## src/rtl/execute_stage.sv

```systemverilog
// -----------------------------------------------------------------------------
// execute_stage
//   Execute stage behind the decode/execute pipeline register. Computes a
//   single-cycle ALU result with N/Z/C/V flags, or runs an iterative shift-add
//   multiply that takes WIDTH steps. The result, store data and control bits are
//   registered into the execute/memory boundary. While a multiply is in flight,
//   the stage holds the upstream register with stall.
//
// Ports
//   clk        : clock, rising edge
//   rst        : asynchronous active-low reset
//   flush      : synchronous kill of the in-flight op and the output slot
//   valid_in   : inputs carry a real instruction
//   *_in       : control bits wbs/wme/mm/wm/am/ni, ALUop_in, srcA_in, srcB_in
//   stall      : upstream must hold its register contents (combinational)
//   valid_out  : output slot holds a real result
//   *_out      : registered control pass-through, alu_result, srcB_out
//   flag_n/z/c/v : registered flags of alu_result
// -----------------------------------------------------------------------------
module execute_stage #(
    parameter int WIDTH = 16
) (
    input  logic             clk,
    input  logic             rst,
    input  logic             flush,
    input  logic             valid_in,
    input  logic             wbs_in,
    input  logic             wme_in,
    input  logic             mm_in,
    input  logic             wm_in,
    input  logic             am_in,
    input  logic             ni_in,
    input  logic [2:0]       ALUop_in,
    input  logic [WIDTH-1:0] srcA_in,
    input  logic [WIDTH-1:0] srcB_in,
    output logic             stall,
    output logic             valid_out,
    output logic             wbs_out,
    output logic             wme_out,
    output logic             mm_out,
    output logic             wm_out,
    output logic             am_out,
    output logic             ni_out,
    output logic [WIDTH-1:0] alu_result,
    output logic [WIDTH-1:0] srcB_out,
    output logic             flag_n,
    output logic             flag_z,
    output logic             flag_c,
    output logic             flag_v
);

    localparam int CW = (WIDTH > 1) ? $clog2(WIDTH) : 1;
    localparam logic [CW-1:0] LAST_STEP = CW'(WIDTH - 1);
    localparam logic [2:0] OP_MUL = 3'b110;

    typedef enum logic [1:0] {
        S_IDLE = 2'd0,
        S_BUSY = 2'd1,
        S_DONE = 2'd2
    } state_t;

    state_t            r_state, w_state_nxt;
    logic [CW-1:0]     r_cnt, w_cnt_nxt;
    logic [WIDTH-1:0]  r_a, w_a_nxt;
    logic [WIDTH-1:0]  r_b, w_b_nxt;
    logic [WIDTH-1:0]  r_acc, w_acc_nxt;

    logic              r_valid;
    logic [5:0]        r_ctrl;
    logic [WIDTH-1:0]  r_res;
    logic [WIDTH-1:0]  r_srcb;
    logic [3:0]        r_nzcv;

    logic              w_stall;
    logic              w_wr_res;
    logic [WIDTH-1:0]  w_res;
    logic [3:0]        w_nzcv;
    logic              w_mul_req;
    logic [WIDTH:0]    w_sum;
    logic [WIDTH:0]    w_dif;
    logic [WIDTH-1:0]  w_alu_res;
    logic              w_alu_c;
    logic              w_alu_v;
    logic [WIDTH-1:0]  w_part;

    assign w_mul_req = valid_in & (ALUop_in == OP_MUL);
    assign w_sum     = {1'b0, srcA_in} + {1'b0, srcB_in};
    assign w_dif     = {1'b0, srcA_in} - {1'b0, srcB_in};
    // One shift-add step: add A shifted by the current bit position when that bit of B is set.
    assign w_part    = r_b[r_cnt] ? (r_a << r_cnt) : '0;

    // Single-cycle ALU datapath with carry and overflow for add/sub.
    always_comb begin
        w_alu_res = '0;
        w_alu_c   = 1'b0;
        w_alu_v   = 1'b0;
        case (ALUop_in)
            3'b000: begin
                w_alu_res = w_sum[WIDTH-1:0];
                w_alu_c   = w_sum[WIDTH];
                w_alu_v   = (srcA_in[WIDTH-1] == srcB_in[WIDTH-1]) &&
                            (w_sum[WIDTH-1] != srcA_in[WIDTH-1]);
            end
            3'b001: begin
                w_alu_res = w_dif[WIDTH-1:0];
                // Carry means no borrow, i.e. A >= B unsigned.
                w_alu_c   = ~w_dif[WIDTH];
                w_alu_v   = (srcA_in[WIDTH-1] != srcB_in[WIDTH-1]) &&
                            (w_dif[WIDTH-1] != srcA_in[WIDTH-1]);
            end
            3'b010:  w_alu_res = srcA_in & srcB_in;
            3'b011:  w_alu_res = srcA_in | srcB_in;
            3'b100:  w_alu_res = srcA_in ^ srcB_in;
            3'b101:  w_alu_res = srcA_in << srcB_in[3:0];
            3'b111:  w_alu_res = srcA_in >> srcB_in[3:0];
            default: w_alu_res = '0;
        endcase
    end

    // FSM next-state, multiply datapath and output-slot selection.
    always_comb begin
        w_state_nxt = r_state;
        w_cnt_nxt   = r_cnt;
        w_a_nxt     = r_a;
        w_b_nxt     = r_b;
        w_acc_nxt   = r_acc;
        w_stall     = 1'b0;
        w_wr_res    = 1'b0;
        w_res       = w_alu_res;
        w_nzcv      = {w_alu_res[WIDTH-1], (w_alu_res == '0), w_alu_c, w_alu_v};
        case (r_state)
            S_IDLE: begin
                if (w_mul_req) begin
                    w_stall     = 1'b1;
                    w_state_nxt = S_BUSY;
                    w_a_nxt     = srcA_in;
                    w_b_nxt     = srcB_in;
                    w_acc_nxt   = '0;
                    w_cnt_nxt   = '0;
                end else begin
                    w_wr_res = valid_in;
                end
            end
            S_BUSY: begin
                w_stall   = 1'b1;
                w_acc_nxt = r_acc + w_part;
                w_cnt_nxt = r_cnt + CW'(1);
                if (r_cnt == LAST_STEP) begin
                    w_state_nxt = S_DONE;
                end else begin
                    w_state_nxt = S_BUSY;
                end
            end
            S_DONE: begin
                // Upstream still holds the multiply; it advances on this edge.
                w_wr_res    = 1'b1;
                w_res       = r_acc;
                w_nzcv      = {r_acc[WIDTH-1], (r_acc == '0), 1'b0, 1'b0};
                w_state_nxt = S_IDLE;
            end
            default: begin
                w_state_nxt = S_IDLE;
            end
        endcase
        // Flush overrides everything: discard the multiply and bubble the slot.
        if (flush) begin
            w_state_nxt = S_IDLE;
            w_cnt_nxt   = '0;
            w_wr_res    = 1'b0;
        end else begin
            w_wr_res = w_wr_res;
        end
    end

    // State, multiply registers and the execute/memory output slot.
    always_ff @(posedge clk or negedge rst) begin
        if (!rst) begin
            r_state <= S_IDLE;
            r_cnt   <= '0;
            r_a     <= '0;
            r_b     <= '0;
            r_acc   <= '0;
            r_valid <= 1'b0;
            r_ctrl  <= 6'b000000;
            r_res   <= '0;
            r_srcb  <= '0;
            r_nzcv  <= 4'b0000;
        end else begin
            r_state <= w_state_nxt;
            r_cnt   <= w_cnt_nxt;
            r_a     <= w_a_nxt;
            r_b     <= w_b_nxt;
            r_acc   <= w_acc_nxt;
            if (w_wr_res) begin
                r_valid <= 1'b1;
                r_ctrl  <= {wbs_in, wme_in, mm_in, wm_in, am_in, ni_in};
                r_res   <= w_res;
                r_srcb  <= srcB_in;
                r_nzcv  <= w_nzcv;
            end else begin
                // Bubble: data and flags hold, valid and controls drop.
                r_valid <= 1'b0;
                r_ctrl  <= 6'b000000;
            end
        end
    end

    assign stall      = rst & w_stall;
    assign valid_out  = r_valid;
    assign {wbs_out, wme_out, mm_out, wm_out, am_out, ni_out} = r_ctrl;
    assign alu_result = r_res;
    assign srcB_out   = r_srcb;
    assign {flag_n, flag_z, flag_c, flag_v} = r_nzcv;

endmodule

```

## config.mk

```make
export PLATFORM = sky130hd
export DESIGN_NAME = execute_stage
export DESIGN_NICKNAME = d
export VERILOG_FILES = /design/src/rtl/execute_stage.sv
export SDC_FILE = /design/constraint.sdc
export NUM_CORES = 1
export LEC_CHECK = 0
export BUFFER_PORTS_ARGS = -buffer_cell sky130_fd_sc_hd__buf_2
export CORE_MARGIN = 5
export CORE_UTILIZATION = 55
export CTS_CLUSTER_SIZE = 12
export DETAILED_ROUTE_END_ITERATION = 8
export PLACE_DENSITY_LB_ADDON = 0.2
export SYNTH_ARGS = -nofsm -noshare
export SYNTH_HDL_FRONTEND = slang
export SYNTH_SLANG_ARGS = --single-unit
```

## constraint.sdc

```tcl
create_clock -name clk -period 5.8 [get_ports clk]
set_clock_uncertainty 0.1 [all_clocks]
set_input_delay 0 -clock clk [delete_from_list [all_inputs] [get_ports clk]]
set_output_delay 0 -clock clk [all_outputs]
set_load 0.01 [all_outputs]
```

==> results of run 1 <==
==> power groups by stage <==
stage / logic [W] / registers [W] / clock network, W
floorplan: 0.000613 / 0.000892 / 0
global placement: 0.000880 / 0.000915 / 0
detailed placement: 0.000891 / 0.000918 / 0
CTS: 0.000911 / 0.000908 / 0.000598
global route: 0.00101 / 0.000925 / 0.000621
finish: 0.000924 / 0.000912 / 0.000586
==> sequential cells by signal (all words and copies together), names as in the netlist <==
name,flops
r_b,16
r_ctrl,6
r_state,2
r_a,16
r_cnt,4
srcB_out,16
alu_result,16
r_acc,16
valid_out,1
r_nzcv,3
==> layout make-up <==
class | count | area share
Tap cell | 216 | 0.0270
Inverter | 56 | 0.0210
Sequential cell | 96 | 0.240
Multi-Input combinational cell | 886 | 0.607
Clock inverter | 5 | 0.00588
Timing Repair Buffer | 122 | 0.0763
Clock buffer | 9 | 0.0225
==> critical path: stages, from the launching register on <==
cell,delay [ns]
dfrtp_1,0.32
buf_4,0.29
mux4_2,0.56
o21bai_2,0.23
nor2_1,0.11
ha_1,0.23
fa_1,0.43
a21o_1,0.20
a21oi_1,0.21
nor2b_1,0.07
o21a_1,0.19
o41ai_2,0.35
o21ai_1,0.18
or4_1,0.41
a31oi_1,0.21
xor2_1,0.17
o21ai_1,0.07
==> cell usage after synthesis (all sizes together), types with 14 or more instances <==
cell type | number | area, µm²
nor3 | 26 | 130
buf | 26 | 148
nor2 | 105 | 394
inv | 55 | 206
a211oi | 31 | 233
mux2i | 60 | 613
nand2 | 129 | 484
o21ai | 120 | 601
a21o | 16 | 120
a21oi | 75 | 379
nor2b | 17 | 106
mux4 | 14 | 315
clkbuf | 50 | 188
dfrtp | 96 | 2400
ha | 68 | 851
xnor2 | 15 | 131
==> layer usage <==
| layer | wire length, µm | up-vias | track usage |
|---|---|---|---|
| met2 | 13400 | 385 | 0.470 |
| met5 | 0 | - | 0 |
| met1 | 12200 | 4199 | 0.411 |
| met3 | 2350 | 67 | 0.0417 |
| li1 | - | 4125 | - |
| met4 | 1120 | 0 | 0.123 |
==> placed cells by master (no fill, tap or decap), drive strengths merged, types with 17 or more instances in the layout <==
master       count
nand2          129
dfrtp           96
inv             56
a211oi          31
ha              68
a21oi           75
buf             96
nor2b           17
nor2           105
nor3            26
mux2i           60
o21ai          120
dlygate4sd3     26
==> cell families after synthesis <==
family | count (synthesis) | synth area share
adders and majority gates | 71 | 0.101
muxes | 84 | 0.116
DFF | 96 | 0.266
AOI/OAI and AO/OA | 345 | 0.249
buffers and inverters | 132 | 0.0605
xor gates and xnor gates | 23 | 0.0223
and+or+nand+nor | 363 | 0.185
==> through the flow <==
step / total power (W) / hold WS (ns) / setup slack [ns]
detailed placement: 0.00181 / -0.0490 / 1.40
global placement: 0.00180 / -0.0546 / 1.48
CTS: 0.00242 / 0.0116 / 1.36
finish: 0.00242 / 0.0470 / 1.34
global route: 0.00256 / 0.0382 / 1.04
floorplan: 0.00151 / -0.396 / 1.72
==> final timing paths <==
kind                              start            end
max in group asynchronous           rst  alu_result[7]
min reg2reg                srcB_out[11]   srcB_out[11]
min                          srcA_in[9]         r_a[9]
max                            r_cnt[0]      r_acc[14]
max reg2reg                    r_cnt[0]      r_acc[14]
min in group asynchronous           rst    srcB_out[4]
==> timing repair <==
item,in CTS,in global routing
endpoints found under the setup margin,0,0
hold endpoints to repair,86,0
hold buffers,26,0
gates resized for setup,0,0
==> summary.txt, run 1 <==
Critical path
  – Reg2Reg Setup Slack: 1.34 ns
  – Worst R2R Path Depth: 16
  – Critical path endpoint category: flip-flop
  – Max Fanout on Critical Path: 26
  – Worst EP required: 5.91 ns
  – Crit Path Class: reg2reg
  – Startpoint Class: flip-flop
  – Crit path arrival time: 4.57 ns

STA
  – Final setup fails: 0
  – Crit path time final: 4.46 ns
  – RSZ-0062 raised after global routing: no
  – Fmax: 0.224 GHz
  – Final Hold Fails: 0
  – Worst-margin pin slew: 0.987 ns
  – Period utilisation layout: 0.769
  – Slew margin rel.: 0.342
  – Max Slew Vio Count: 0
  – TNS Setup: 0 ns

Final layout
  – Finished Core Util: 0.625
  – Fraction of layout cells with a size suffix above 1: 0.125
  – Antenna fix cells: 0
  – FF+latch area: 2400 µm²
  – Multi-input logic area: 6070 µm²
  – Finished layout cell area: 10000 µm²
  – Layout net count: 1287
  – Area delta synth->final: 10.9%
  – Non-filler instance count after layout: 1390
  – Fill count: 1480

Synthesis
  – Post-synth EDFFs: 0
  – Post-Synthesis Cell Area: 9020 µm²
  – Syn_nets: 1230
  – Top FF cell, synth: dfrtp_1
  – Mapped Avg Cell Area: 8.10 µm²
  – Library cells used by synthesis: 78
  – Synthesized flop and latch total: 96
  – Async set-reset flop share out of synthesis: 1.00
  – Mapped Cells: 1114
  – Synth warn: 0
  – Sequential share of the synthesized area: 0.266

Drt
  – First-pass DRT Iterations: 8
  – Final ANT Viol Nets: 0
  – DRC: 0
  – Drt via density: 6.31
  – Avg WL per Cell: 20.9 µm
  – Initial drt markers: 921
  – Via count: 8776
  – Routed WL: 29100 µm

Clocking
  – Setup Buffers After CTS: 0
  – TritonCTS buffer count: 9
  – CTS Root Cell: clkbuf_16
  – Clk Latency, worst-skew pair: 0.34 ns
  – TritonCTS clock tree: yes
  – Clock sink count: 96
  – CTS H-Tree Depth: 3
  – Clock transition at path regs: 0.07 ns
  – Max clock buf depth: 2

Die
  – Num rows: 46
  – Full die area: 19100 µm²
  – Starting Density: 0.564
  – I/O pin cnt: 89
  – Die width: 138 µm
  – CORE AREA: 16000 µm²
  – Die Y: 138 µm

Global routing
  – Initial antenna violation count: 0
  – Largest net degree at the start of global routing: 65
  – Total grt overflow: 0
  – Vias in the first global route: 8403
  – First-pass GRT wire length: 46000 µm
  – Tot GR Track Use: 0.297

Min path
  – Hold crit path type: in2reg
  – Hold Crit Depth: 3

Power
  – Net Sw Power: 0.000932 W
  – Sequential power share: 0.376
  – Clock share of power: 0.242
  – Internal power: 0.00149 W
  – Max VDD drop: 157 µV
  – Comb pwr share: 0.381
  – Power per cell area: 242 nW/µm²
  – P_leak: 4.69 nW
  – Sw Share: 0.385

Place
  – DP Area: 9460 µm²
  – Cells after DPL: 1350
  – DP HPWL: 21900 µm
  – IO buf count: 88
  – Final Wtd Congestion: 1.06

Outcome
  – Outcome: completed

Job
  – Max cap viols: 0
Power figures use the tool's default switching activity.
==> inputs of run 2 (changes only) <==
--- a/config.mk
+++ b/config.mk
@@ -5,6 +5,7 @@
 export SDC_FILE = /design/constraint.sdc
 export NUM_CORES = 1
 export LEC_CHECK = 0
+export ABC_AREA = 1
 export BUFFER_PORTS_ARGS = -buffer_cell sky130_fd_sc_hd__buf_2
 export CORE_MARGIN = 5
 export CORE_UTILIZATION = 55
==> constraint.sdc (replaced) <==
create_clock -name clk -period 4.3 [get_ports clk]
set_clock_uncertainty 0.1 [all_clocks]
set_input_delay 0 -clock clk [delete_from_list [all_inputs] [get_ports clk]]
set_output_delay 0 -clock clk [all_outputs]
set_load 0.01 [all_outputs]
==> run 2 against run 1 <==
Effect of this change:
- critical path depth increased by 3
- via count up 16%
- clock-buffer cell count grew 2
- routed wire length up 8.0%
- critical endpoint is now r_acc[12]
==> summary.txt, run 2 <==
Critical path
  – Crit path cell chain: buf_4, inv_2, o21ai_0, o22ai_1, o21ai_1, inv_1, nand2_1, inv_1, ha_1, fa_1, nand3_1, nand3_1, a21oi_1, o21ai_0, a21boi_1, o21ai_0, a21oi_1, o21ai_0, o21ai_0
  – Max Fanout on Critical Path: 26
  – Worst EP required: 4.45 ns
  – Crit Path Class: reg2reg
  – Critical path endpoint category: flip-flop
  – CP top delay family: compound AO/OA/AOI/OAI gates
  – Buffers plus inverters on the worst setup path: 4
  – Startpoint Class: flip-flop
  – Most common cell on crit path: o21ai_0
  – Slowest CP cell: fa_1
  – Slowest stage delay, CP: 0.45 ns
  – Crit path arrival time: 4.07 ns

Final layout
  – Antenna fix cells: 0
  – Area delta synth->final: 11.1%
  – Commonest non-fill, non-tap cell in the layout: nand2_1
  – Fraction of layout cells with a size suffix above 1: 0.103
  – Finished layout cell area: 10300 µm²
  – Fill count: 1568
  – Layout net count: 1668
  – FF+latch area: 2400 µm²
  – Multi-input logic area: 5900 µm²
  – Most frequent cells in the layout: 432 x nand2_1, 174 x nand3_1, 152 x inv_1

Synthesis
  – Post-synth EDFFs: 0
  – Syn_nets: 1598
  – Library cells used by synthesis: 54
  – Top FF cell, synth: dfrtp_1
  – Synthesized flop and latch total: 96
  – Synth top area cells: dfrtp_1 26%, nand2_1 18%, nand3_1 9.4%
  – Sequential share of the synthesized area: 0.260
  – Top post-synthesis cells by count: 433 x nand2_1, 174 x nand3_1, 152 x inv_1, 139 x nor2_1, 132 x o21ai_0
  – Mapped Cells: 1482
  – Synth warn: 0
  – Async set-reset flop share out of synthesis: 1.00
  – Post-Synthesis Cell Area: 9250 µm²
  – Synth top area share: 0.260
  – Cell taking the most area after synthesis: dfrtp_1
  – Mapped Avg Cell Area: 6.24 µm²
  – Count leader, synth: nand2_1

Die
  – Num rows: 47
  – Die Y: 140 µm
  – CORE AREA: 16500 µm²
  – Die width: 140 µm
  – I/O pin cnt: 89
  – Full die area: 19500 µm²
  – Starting Density: 0.560

Place
  – DP Area: 9720 µm²
  – IO buf count: 88
  – Final Wtd Congestion: 1.03
  – DP HPWL: 24500 µm

Clocking
  – Max clock buf depth: 2
  – Clock transition at path regs: 0.07 ns
  – Setup Buffers After CTS: 0
  – TritonCTS clock tree: yes
  – Clock sink count: 96
  – TritonCTS buffer count: 9
  – CTS H-Tree Depth: 3
  – Clk Latency, worst-skew pair: 0.35 ns
  – CTS Root Cell: clkbuf_16

Drt
  – Drt via density: 5.72
  – First-pass DRT Iterations: 8
  – DRC: 0
  – Routed WL: 31400 µm
  – Avg WL per Cell: 17.7 µm
  – Final ANT Viol Nets: 0
  – Via count: 10156
  – Initial drt markers: 1242

STA
  – Period utilisation layout: 0.910
  – Max Slew Vio Count: 0
  – Final setup fails: 0
  – TNS Setup: 0 ns
  – Final Hold Fails: 0
  – RSZ-0062 raised after global routing: no
  – Crit path time final: 3.91 ns
  – Worst-margin pin slew: 0.772 ns
  – Slew margin rel.: 0.483
  – Fmax: 0.256 GHz

Global routing
  – Vias in the first global route: 9610
  – Met2 Use GR: 0.505
  – GR Util met3: 0.0408
  – Largest net degree at the start of global routing: 66
  – Layer with the highest usage: met2
  – Initial antenna violation count: 0
  – Met1 Track Usage GR: 0.425
  – Total grt overflow: 0
  – Tot GR Track Use: 0.320
  – First-pass GRT wire length: 50300 µm

Power
  – P_leak: 5.58 nW
  – Power per cell area: 358 nW/µm²
  – Max VDD drop: 230 µV

Min path
  – Hold crit path type: in2reg

Outcome
  – Outcome: completed

Job
  – Max cap viols: 0
==> run 2: cell count changes after synthesis, moves of 14 or more <==
| cell | delta |
|---|---|
| nand2_1 | +304 |
| nand3_1 | +161 |
| inv_1 | +100 |
| mux2i_1 | -58 |
| o21ai_0 | +48 |
| nor2_1 | +34 |
| a211oi_1 | -30 |
| o21ai_1 | -27 |
| clkbuf_1 | -20 |
| nor3_1 | -19 |
| nor2b_1 | -17 |
| mux4_2 | -14 |
==> run 2: kinds of logic after synthesis <==
kind of cell | Yosys count | synth area share
muxes | 1 | 0.00108
and+or+nand+nor | 806 | 0.372
AOI/OAI and AO/OA | 265 | 0.157
xor gates and xnor gates | 9 | 0.00852
DFF | 96 | 0.260
buffers and inverters | 234 | 0.103
adders and majority gates | 71 | 0.0985
==> run 2: layout make-up <==
type	instances	area share
clock buffers	11	0.0236
clock inverters	5	0.00390
inverters	169	0.0623
multi-input cells	1152	0.574
well taps	220	0.0268
repair buffers	124	0.0760
flip-flops and latches	96	0.234
==> run 2: per-stage QoR <==
stage	cells	setup WS, ns	hold WS (ns)	total power (W)	util
global route	1777	0.0107	0.0136	0.00396	0.622
detailed placement	1734	0.502	-0.0798	0.00287	0.588
global placement	1734	0.714	-0.0845	0.00283	0.588
floorplan	1482	1.12	-0.396	0.00236	-
CTS	1777	0.379	0.00105	0.00366	0.622
finish	1777	0.387	0.00968	0.00368	0.622
==> run 2: per-layer routing <==
metal,share of wire,up-vias
met5,0,-
met4,0.064,0
li1,-,4959
met3,0.068,105
met1,0.42,4645
met2,0.45,447
==> run 2: what timing repair did <==
| action | CTS | global route |
|---|---|---|
| resized for setup | 0 | 1 |
| endpoints found under the hold margin | 81 | 0 |
| endpoints found under the setup margin | 0 | 1 |
| hold buffers | 27 | 0 |
==> run 2: tightest hold or removal path, stage by stage <==
cell and delay, ns:
buf_2 0.16, inv_1 0.14, o21ai_0 0.10
==> run 2: path summary, 6_finish.rpt <==
kind,startpoint,endpoint,slack [ns],cells past startpoint
max in group asynchronous,rst,r_a[2],2.92,3
worst min-delay path,srcA_in[12],r_a[12],0.01,3
worst min register to register,alu_result[8],alu_result[8],0.38,2
min in group asynchronous,rst,r_b[9],0.08,2
worst max-delay path,r_cnt[0],r_acc[12],0.39,19
worst max register to register,r_cnt[0],r_acc[12],0.39,19
==> run 2: report_power, final <==
group | total (W) | leakage, nW | switching (W) | internal [W]
clock | 0.000767 | 0.129 | 0.000354 | 0.000412
combinational | 0.00164 | 4.22 | 0.00108 | 0.000561
sequential | 0.00127 | 1.23 | 0.000178 | 0.00109
total | 0.00368 | 5.58 | 0.00161 | 0.00207
